`src/rtl/ps2_pkg.sv`:
```
// Shared PS/2 definitions: host-transmitter states, error codes and common
// keyboard command bytes. The keyboard receiver imports the same package.
package ps2_pkg;

  typedef enum logic [2:0] {
    S_IDLE,
    S_INHIBIT,
    S_REQ,
    S_DATA,
    S_STOP,
    S_ACK,
    S_WAIT_IDLE,
    S_ERR
  } ps2_tx_state_e;

  localparam logic [1:0] E_NONE     = 2'b00;
  localparam logic [1:0] E_START_TO = 2'b01;
  localparam logic [1:0] E_XFER_TO  = 2'b10;
  localparam logic [1:0] E_NO_ACK   = 2'b11;

  localparam logic [7:0] CMD_SET_LED = 8'hED;
  localparam logic [7:0] CMD_RESET   = 8'hFF;

  // PS/2 frames carry odd parity over the data byte.
  function automatic logic odd_parity(input logic [7:0] d);
    return ~^d;
  endfunction

endpackage

```
`src/rtl/ps2_sync_edge.sv`:
```
// Two-flop synchroniser for one raw PS/2 line plus a falling-edge detector
// on the synchronised level.
module ps2_sync_edge (
  input  logic clk_in,
  input  logic rst,
  input  logic line_in,
  output logic level,
  output logic fall
);

  logic meta_q, sync_q, prev_q;

  // Flops reset to 1, the pulled-up idle level, so leaving reset never fakes an edge.
  always_ff @(posedge clk_in or negedge rst) begin
    if (!rst) begin
      meta_q <= 1'b1;
      sync_q <= 1'b1;
      prev_q <= 1'b1;
    end else begin
      // NOTE: non-blocking assignments let every stage sample its predecessor's old value.
      meta_q <= line_in;
      sync_q <= meta_q;
      prev_q <= sync_q;
    end
  end

  assign level = sync_q;
  assign fall  = prev_q & ~sync_q;

endmodule

```
`src/rtl/ps2_host_tx.sv`:
```
// Host-to-device PS/2 transmitter: inhibits the bus, requests to send, then
// shifts out one command byte on device-generated clock falls.
module ps2_host_tx
  import ps2_pkg::*;
#(
  parameter int INHIBIT_CYC  = 12000,
  parameter int START_TO_CYC = 1500000,
  parameter int XFER_TO_CYC  = 200000
) (
  input  logic       clk_in,
  input  logic       rst,
  input  logic [7:0] tx_data,
  input  logic       tx_valid,
  output logic       tx_ready,
  input  logic       key_clk_in,
  input  logic       key_data_in,
  output logic       key_clk_oe,
  output logic       key_data_oe,
  output logic       host_busy,
  output logic       tx_done,
  output logic       tx_err,
  output logic [1:0] err_code
);

  localparam int TMR_MAX0 = (INHIBIT_CYC > START_TO_CYC) ? INHIBIT_CYC : START_TO_CYC;
  localparam int TMR_MAX  = (TMR_MAX0 > XFER_TO_CYC) ? TMR_MAX0 : XFER_TO_CYC;
  localparam int TMR_W    = $clog2(TMR_MAX + 1);

  localparam logic [TMR_W-1:0] INHIBIT_LOAD = TMR_W'(INHIBIT_CYC - 1);
  localparam logic [TMR_W-1:0] START_LOAD   = TMR_W'(START_TO_CYC - 1);
  localparam logic [TMR_W-1:0] XFER_LOAD    = TMR_W'(XFER_TO_CYC - 1);

  logic clk_level, clk_fall, data_level, data_fall_unused;

  ps2_sync_edge u_sync_clk (
    .clk_in (clk_in),
    .rst    (rst),
    .line_in(key_clk_in),
    .level  (clk_level),
    .fall   (clk_fall)
  );

  ps2_sync_edge u_sync_data (
    .clk_in (clk_in),
    .rst    (rst),
    .line_in(key_data_in),
    .level  (data_level),
    .fall   (data_fall_unused)
  );

  ps2_tx_state_e    state_q, state_d;
  logic [TMR_W-1:0] tmr_q, tmr_d;
  logic [3:0]       bit_cnt_q, bit_cnt_d;
  logic [8:0]       shift_q, shift_d;
  logic             clk_oe_q, clk_oe_d;
  logic             data_oe_q, data_oe_d;
  logic             done_q, done_d;
  logic             err_q, err_d;
  logic [1:0]       err_code_q, err_code_d;
  logic             tmo, fail;
  logic [1:0]       fail_code;

  assign tmo = (tmr_q == '0);

  always_comb begin
    // NOTE: every _d gets a default before the case so no path infers a latch.
    state_d    = state_q;
    tmr_d      = tmo ? tmr_q : tmr_q - TMR_W'(1);
    bit_cnt_d  = bit_cnt_q;
    shift_d    = shift_q;
    clk_oe_d   = clk_oe_q;
    data_oe_d  = data_oe_q;
    done_d     = 1'b0;
    err_d      = 1'b0;
    err_code_d = err_code_q;
    fail       = 1'b0;
    fail_code  = E_NONE;

    unique case (state_q)
      S_IDLE: begin
        if (tx_valid) begin
          shift_d   = {odd_parity(tx_data), tx_data};
          tmr_d     = INHIBIT_LOAD;
          clk_oe_d  = 1'b1;
          data_oe_d = 1'b0;
          state_d   = S_INHIBIT;
        end
      end
      S_INHIBIT: begin
        // Start bit goes low during the final inhibit cycle, before the clock is released.
        if (tmo) begin
          clk_oe_d  = 1'b0;
          data_oe_d = 1'b1;
          tmr_d     = START_LOAD;
          state_d   = S_REQ;
        end else if (tmr_q == TMR_W'(1)) begin
          data_oe_d = 1'b1;
        end
      end
      S_REQ: begin
        if (tmo) begin
          fail      = 1'b1;
          fail_code = E_START_TO;
        end else if (clk_fall) begin
          data_oe_d = ~shift_q[0];
          bit_cnt_d = 4'd1;
          tmr_d     = XFER_LOAD;
          state_d   = S_DATA;
        end
      end
      S_DATA: begin
        if (tmo) begin
          fail      = 1'b1;
          fail_code = E_XFER_TO;
        end else if (clk_fall) begin
          data_oe_d = ~shift_q[bit_cnt_q];
          if (bit_cnt_q == 4'd8) state_d = S_STOP;
          else bit_cnt_d = bit_cnt_q + 4'd1;
        end
      end
      S_STOP: begin
        if (tmo) begin
          fail      = 1'b1;
          fail_code = E_XFER_TO;
        end else if (clk_fall) begin
          data_oe_d = 1'b0;
          state_d   = S_ACK;
        end
      end
      S_ACK: begin
        if (tmo) begin
          fail      = 1'b1;
          fail_code = E_XFER_TO;
        end else if (clk_fall) begin
          if (!data_level) begin
            state_d = S_WAIT_IDLE;
          end else begin
            fail      = 1'b1;
            fail_code = E_NO_ACK;
          end
        end
      end
      S_WAIT_IDLE: begin
        if (tmo) begin
          fail      = 1'b1;
          fail_code = E_XFER_TO;
        end else if (clk_level && data_level) begin
          done_d  = 1'b1;
          state_d = S_IDLE;
        end
      end
      S_ERR: begin
        state_d = S_IDLE;
      end
      default: begin
        state_d = S_IDLE;
      end
    endcase

    if (fail) begin
      state_d    = S_ERR;
      err_d      = 1'b1;
      err_code_d = fail_code;
      clk_oe_d   = 1'b0;
      data_oe_d  = 1'b0;
    end
  end

  always_ff @(posedge clk_in or negedge rst) begin
    if (!rst) begin
      state_q    <= S_IDLE;
      tmr_q      <= '0;
      bit_cnt_q  <= '0;
      shift_q    <= '0;
      clk_oe_q   <= 1'b0;
      data_oe_q  <= 1'b0;
      done_q     <= 1'b0;
      err_q      <= 1'b0;
      err_code_q <= E_NONE;
    end else begin
      state_q    <= state_d;
      tmr_q      <= tmr_d;
      bit_cnt_q  <= bit_cnt_d;
      shift_q    <= shift_d;
      clk_oe_q   <= clk_oe_d;
      data_oe_q  <= data_oe_d;
      done_q     <= done_d;
      err_q      <= err_d;
      err_code_q <= err_code_d;
    end
  end

  assign tx_ready    = (state_q == S_IDLE);
  assign host_busy   = (state_q != S_IDLE);
  assign key_clk_oe  = clk_oe_q;
  assign key_data_oe = data_oe_q;
  assign tx_done     = done_q;
  assign tx_err      = err_q;
  assign err_code    = err_code_q;

endmodule

```
`config.mk`:
```
export PLATFORM = sky130hd
export DESIGN_NAME = ps2_host_tx
export DESIGN_NICKNAME = d
export VERILOG_FILES = /design/src/rtl/ps2_pkg.sv /design/src/rtl/ps2_sync_edge.sv /design/src/rtl/ps2_host_tx.sv
export SDC_FILE = /design/constraint.sdc
export NUM_CORES = 1
export LEC_CHECK = 0
export CORE_ASPECT_RATIO = 1.2
export CORE_UTILIZATION = 68
export CTS_CLUSTER_DIAMETER = 50
export DETAILED_ROUTE_END_ITERATION = 12
export DONT_BUFFER_PORTS = 1
export PLACE_DENSITY = 0.87
export SLEW_MARGIN = 10
export SYNTH_ARGS = -nofsm -noshare
export SYNTH_HDL_FRONTEND = slang
export SYNTH_SLANG_ARGS = --single-unit
```
`constraint.sdc`:
```
create_clock -name clk_in -period 4.55 [get_ports clk_in]
set_input_delay 0.455 -clock clk_in [delete_from_list [all_inputs] [get_ports clk_in]]
set_output_delay 0.455 -clock clk_in [all_outputs]
set_load 0.02 [all_outputs]
```
* Yosys cells after proc, flatten, opt, wreduce, memory -nomap -nowiden
Index checks and enable logic that the tools add are counted.
Storage, ports and cells: register bits 48, input port bits 13, word-level logic and storage cells 125
Cells by class: add/sub/neg operators 2, magnitude comparators 1, equal/unequal tests 29, mux-type cells 60, bitwise gates (word level) 4, reduce and logical (&&, ||, !) cells 15
Operators with widths (number):
- 21-bit 2-to-1 mux | 5
- 21-bit one-hot mux with 3 select lines | 1
- 3-bit 2-to-1 mux | 15
- 3-bit inequality test, second input constant | 13
- 3-bit one-hot mux with 8 select lines | 1
- 1-bit 2-to-1 mux | 23
- 21-bit by 1-bit equality test with 1-bit output, second input constant | 1
- 21-bit zero test | 1
- 21-bit by 1-bit subtractor with 21-bit output, second input constant | 1
- 4-bit 2-to-1 mux | 5
- 14-bit AND reduction | 1
- 3-bit equality test, second input constant | 4
- 2-bit inequality test, second input constant | 5
- 9-bit AND reduction | 1
- 2-bit 2-to-1 mux | 4
- 4-bit one-hot mux with 2 select lines | 1
- 8-bit XNOR reduction | 1
- 3-bit by 2-bit equality test with 1-bit output, second input constant | 2
- 2-bit one-hot mux with 3 select lines | 1
- 6-bit AND reduction | 1
- 3-bit nonzero test | 2
- 6-bit nonzero test | 1
- 4-bit by 5-bit < comparator with 1-bit output, second input constant | 1
- 1-bit one-hot mux with 5 select lines | 1
- other kinds (16) | 19

* Depth between registers and ports, before layout
depth in word-level cells 7, gate-level depth with buffers 12, mapped depth without buffers 11

* By module
From an unflattened synthesis, not the netlist that was laid out.
Second synthesis, totals: cell total of the unflattened synthesis 319, area total of the unflattened synthesis 2884.0 sq um
Modules (own cells, without submodules):
- ps2_host_tx | times used 1, cells each 311, area each 2698.8 sq um, sequential area each 1076.0 sq um
- ps2_sync_edge | times used 2, cells each 4, area each 92.6 sq um, sequential area each 78.8 sq um

* Worst setup path before layout
Ideal clock, no wire load.
kind flip-flop to flip-flop, from reg tmr_q[0], to reg tmr_q[0], arrival time 2.114 ns, path slack 2.307 ns, cell stages (with the launch flop) 13, path buffers 1, period minus slack after synthesis 2.243 ns, cells stage by stage dfrtp_1 inv_1 ha_1 nor2b_1 nand3_2 nor2_4 inv_2 buf_6 ha_1 o21ai_0 nand2_1 o211ai_1 o31ai_1
Between the ends: word-level cells in the longest chain between the ends 5, elaborated cells on any way between the ends 8, those cells by class add/sub (1); mux (6); reduce/logical (1)
Ends and longest elaborated chain:
- from (decl) | line ps2_host_tx.sv:52 | logic [TMR_W-1:0] tmr_q, tmr_d;
- from (signal assigned) | line ps2_host_tx.sv:182 | tmr_q <= tmr_d;
- 21-bit by 1-bit subtractor with 21-bit output / 21-bit zero test (equally long branches) | line ps2_host_tx.sv:68, ps2_host_tx.sv:63
- 21-bit 2-to-1 mux | line ps2_host_tx.sv:68 | tmr_d = tmo ? tmr_q : tmr_q - TMR_W'(1);
- 21-bit 2-to-1 mux | line ps2_host_tx.sv:104 | end else if (clk_fall) begin
- 21-bit 2-to-1 mux | line ps2_host_tx.sv:101 | if (tmo) begin
- 21-bit one-hot mux with 3 select lines * | line ps2_host_tx.sv:79 | unique case (state_q)
- via tmr_d[0] | line ps2_host_tx.sv:52
The timed path passes the listed nets; every way through them passes the cells marked *. A chain may end at the register's enable or synchronous reset.

* Worst setup path in the final report
Same ends and word-level chain as after synthesis.

==> metrics.yaml <==
die_height_um: 74.8
tightestPinTransition_ns: 0.793
layout_commonest_cell: "sky130_fd_sc_hd__nand2_1"
synthFlopType: "sky130_fd_sc_hd__dfrtp_1"
powerDensity_nw_per_um2: 361
finalWirelength_um: 6460
clock_tree.root_cell: "sky130_fd_sc_hd__clkbuf_8"
tritoncts_buffers: 5
start_kind: "flop"
cp_slowest_cell: "sky130_fd_sc_hd__dfrtp_1"
number_of_maximum_capacitance_violations: 0
maxClockFrequency_mhz: 371
antenna_cells: 0
grt.busiest_layer: "met2"
initial_antenna_violation_count: 0
num-nets-final: 328
grt.total_usage_pct: 29.4
cts.htree.levels: 2
timing_hold_violations_final: 0
critical_path.max_stage_delay_ns: 0.44
slew_viol_final: 0
static_power_due_to_leakage_uw: 0.00119
hold-path-cell-count: 0
groute.layer.met3.usage_pct: 6.82
globalplace.congestion: 0.926
largest_net_degree_at_the_start_of_global_routing: 49
critical_path.most_common_cell: "sky130_fd_sc_hd__ha_1"
post_route_setup_slack_ns: 1.85
post_drt_wl_per_cell_um: 17.6
synthCells: 320
asyncSetResetFlopFracSynth_pct: 100
worstRegToRegCells: 11
rows: 26
timing.max_slew.rel_slack_pct: 47.2
dr_total_vias: 2352
grt_overflow: 0
port_buffers: 0
tritoncts: "built"
post_synth_num_cell_types: 70
num_io_pins: 21
floorplan.die_area_um2: 4680
grt_first_pass_wirelength_um: 10600
start_util_pct: 70.9
rsz0062_at_grt: "false"
groute.layer.met1.usage_pct: 35.7
min_path_type: "input port to flop"
pre_cts_ws_ns: 1.91
number_of_flops_mapped_to_enable_cells_by_yosys: 0
min_period_over_period_pct: 59.3
timing.clock.skew_ns: 0.0131
postSynthRegisterBits: 48
post_synth_instance_area_um2: 3000
status: "complete, no violations"
grt_pass1_vias: 2211
drc_errors: 0
cpLargestDelayFamily: "simple AND/OR/NAND/NOR gates"
yosysSeqAreaShare_pct: 40.3
yosys_warnings: 0
clkTransAtPathRegs_ns: 0.09
required_ns: 4.75
share_of_final_layout_standard_cells_stronger_than_drive_strength_1_pct: 12.2
timing.critical_path.depth: 11
syn-num-nets: 338
core_area_um2: 4230
category_of_the_critical_setup_timing_path: "flop to flop"
drtPass1Iterations: 6
final_cell_mix: "sky130_fd_sc_hd__nand2_1, sky130_fd_sc_hd__dfrtp_1, sky130_fd_sc_hd__nor2_1"
met2_usage_pct: 49.0
hpwlAfterDp_um: 4520
timing.setup.tns_ns: 0
critical_path.max_fanout: 13
final-setup-viol-count: 0
crit_chain: "inv_1, ha_1, nor2b_1, nand3_2, nor2_4, inv_2, ha_1, o21ai_0, nand2_1, o211ai_1, o31ai_1"
clockBufferDepth: 2
drt_iter0_markers: 210
insertion_delay_ns: 0.31
worst_supply_voltage_drop_on_vdd_v: 0.000220
area.growth.synth_to_final_pct: 2.00
critPathArrivalTime_ns: 2.89
finalCoreUtilization_pct: 72.3
crit_buf_inv: 2
die_x_um: 62.6
cts.sink_count: 48
crit_path_capture_type: "flop"
timing.final.crit_period_ns: 2.70
syn_area_per_cell_um2: 9.37
postRouteAntennaNets: 0
post_drt_via_cell_ratio: 6.41
## final cells by class
| class | count | area [um^2] |
|---|---|---|
| well taps | 56 | 70.1 |
| repair buffers | 2 | 37.5 |
| clock buffers | 8 | 90.1 |
| fillers | 319 | 1170 |
| flip-flops and latches | 48 | 1210 |
| inverters | 9 | 33.8 |
| multi-input cells | 244 | 1620 |
## cells by family (layout without fill, tap and decap cells)
kind of cell | Yosys count | after routing | share of synthesized area, %
XOR/XNOR | 20 | 20 | 5.84
adder cells (fa/ha/maj) | 5 | 5 | 2.09
AND/OR/NAND/NOR | 149 | 149 | 28.3
buffers and inverters | 28 | 19 | 5.72
flip-flops | 48 | 48 | 40.3
AO/OA/AOI/OAI | 66 | 66 | 15.6
multiplexers | 4 | 4 | 2.17
## cells in the mapped netlist (5+ instances only)
cell                       number  share of area [%]
sky130_fd_sc_hd__o21ai_1        5               0.83
sky130_fd_sc_hd__nand2b_1      11                2.3
sky130_fd_sc_hd__a21oi_1       11                1.8
sky130_fd_sc_hd__xnor2_1       12                3.5
sky130_fd_sc_hd__nor2b_1        5                1.0
sky130_fd_sc_hd__a31oi_1        6                1.3
sky130_fd_sc_hd__nor3_1         9                1.5
sky130_fd_sc_hd__clkbuf_1       8                1.0
sky130_fd_sc_hd__nand3_1       16                2.7
sky130_fd_sc_hd__inv_1          8                1.0
sky130_fd_sc_hd__buf_6          8                3.0
sky130_fd_sc_hd__nor2_1        20                2.5
sky130_fd_sc_hd__dfrtp_1       43                 36
sky130_fd_sc_hd__nand2_1       47                5.9
sky130_fd_sc_hd__o21ai_0        9                1.5
sky130_fd_sc_hd__xor2_1         8                2.3
sky130_fd_sc_hd__dfstp_2        5                4.4
sky130_fd_sc_hd__ha_1           5                2.1
## sequential cells by signal (all words and copies together), names as in the netlist, 2 cells and up
name	count
bit_cnt_q	4
err_code	2
shift_q	9
state_q	3
tmr_q	21
## power by group
| group | leakage (uW) | internal [uW] | switching, uW | total, uW |
|---|---|---|---|---|
| Sequential | 0.000578 | 484 | 72.8 | 557 |
| Clock | 0.0000455 | 124 | 138 | 262 |
| Combinational | 0.000570 | 121 | 166 | 287 |
## per-layer routing
layer  vias to the layer above  wire length (um)
met5                         -                 0
met4                         0               219
met3                        19               359
met2                        85              3160
met1                      1127              2720
li1                       1121                 -
## per-stage QoR
| stage | instances | hold WS [ns] | power, uW | cell area (um^2) |
|---|---|---|---|---|
| final | 367 | 0.147 | 1110 | 3060 |
| after global routing | 367 | 0.132 | 1170 | 3060 |
| after CTS | 367 | 0.139 | 1100 | 3060 |
| after global placement | 357 | 0.161 | 825 | 2930 |
| after floorplan | 320 | 0.159 | 776 | 3000 |
| after detailed placement | 357 | 0.160 | 834 | 2930 |
## path summary, 6_finish.rpt
path,from,slack (ns),endpoint
max,tmr_q[0]$_DFF_PN0_,1.85,tmr_q[0]$_DFF_PN0_
min,key_clk_in,0.15,u_sync_clk.meta_q$_DFF_PN1_
max in group asynchronous,rst,3.62,u_sync_clk.prev_q$_DFF_PN1_
max reg2reg,tmr_q[0]$_DFF_PN0_,1.85,tmr_q[0]$_DFF_PN0_
min in group asynchronous,rst,0.64,tmr_q[4]$_DFF_PN0_
min reg2reg,u_sync_clk.meta_q$_DFF_PN1_,0.36,u_sync_clk.level$_DFF_PN1_
## repair_timing
| action | 4_1_cts | 5_1_grt |
|---|---|---|
| hold buffers | 2 | 0 |
| buffers inserted | 0 | 0 |
| resized for setup | 0 | 0 |
| endpoints found under the hold margin | 48 | 0 |
(Power assumes the default switching activity.)
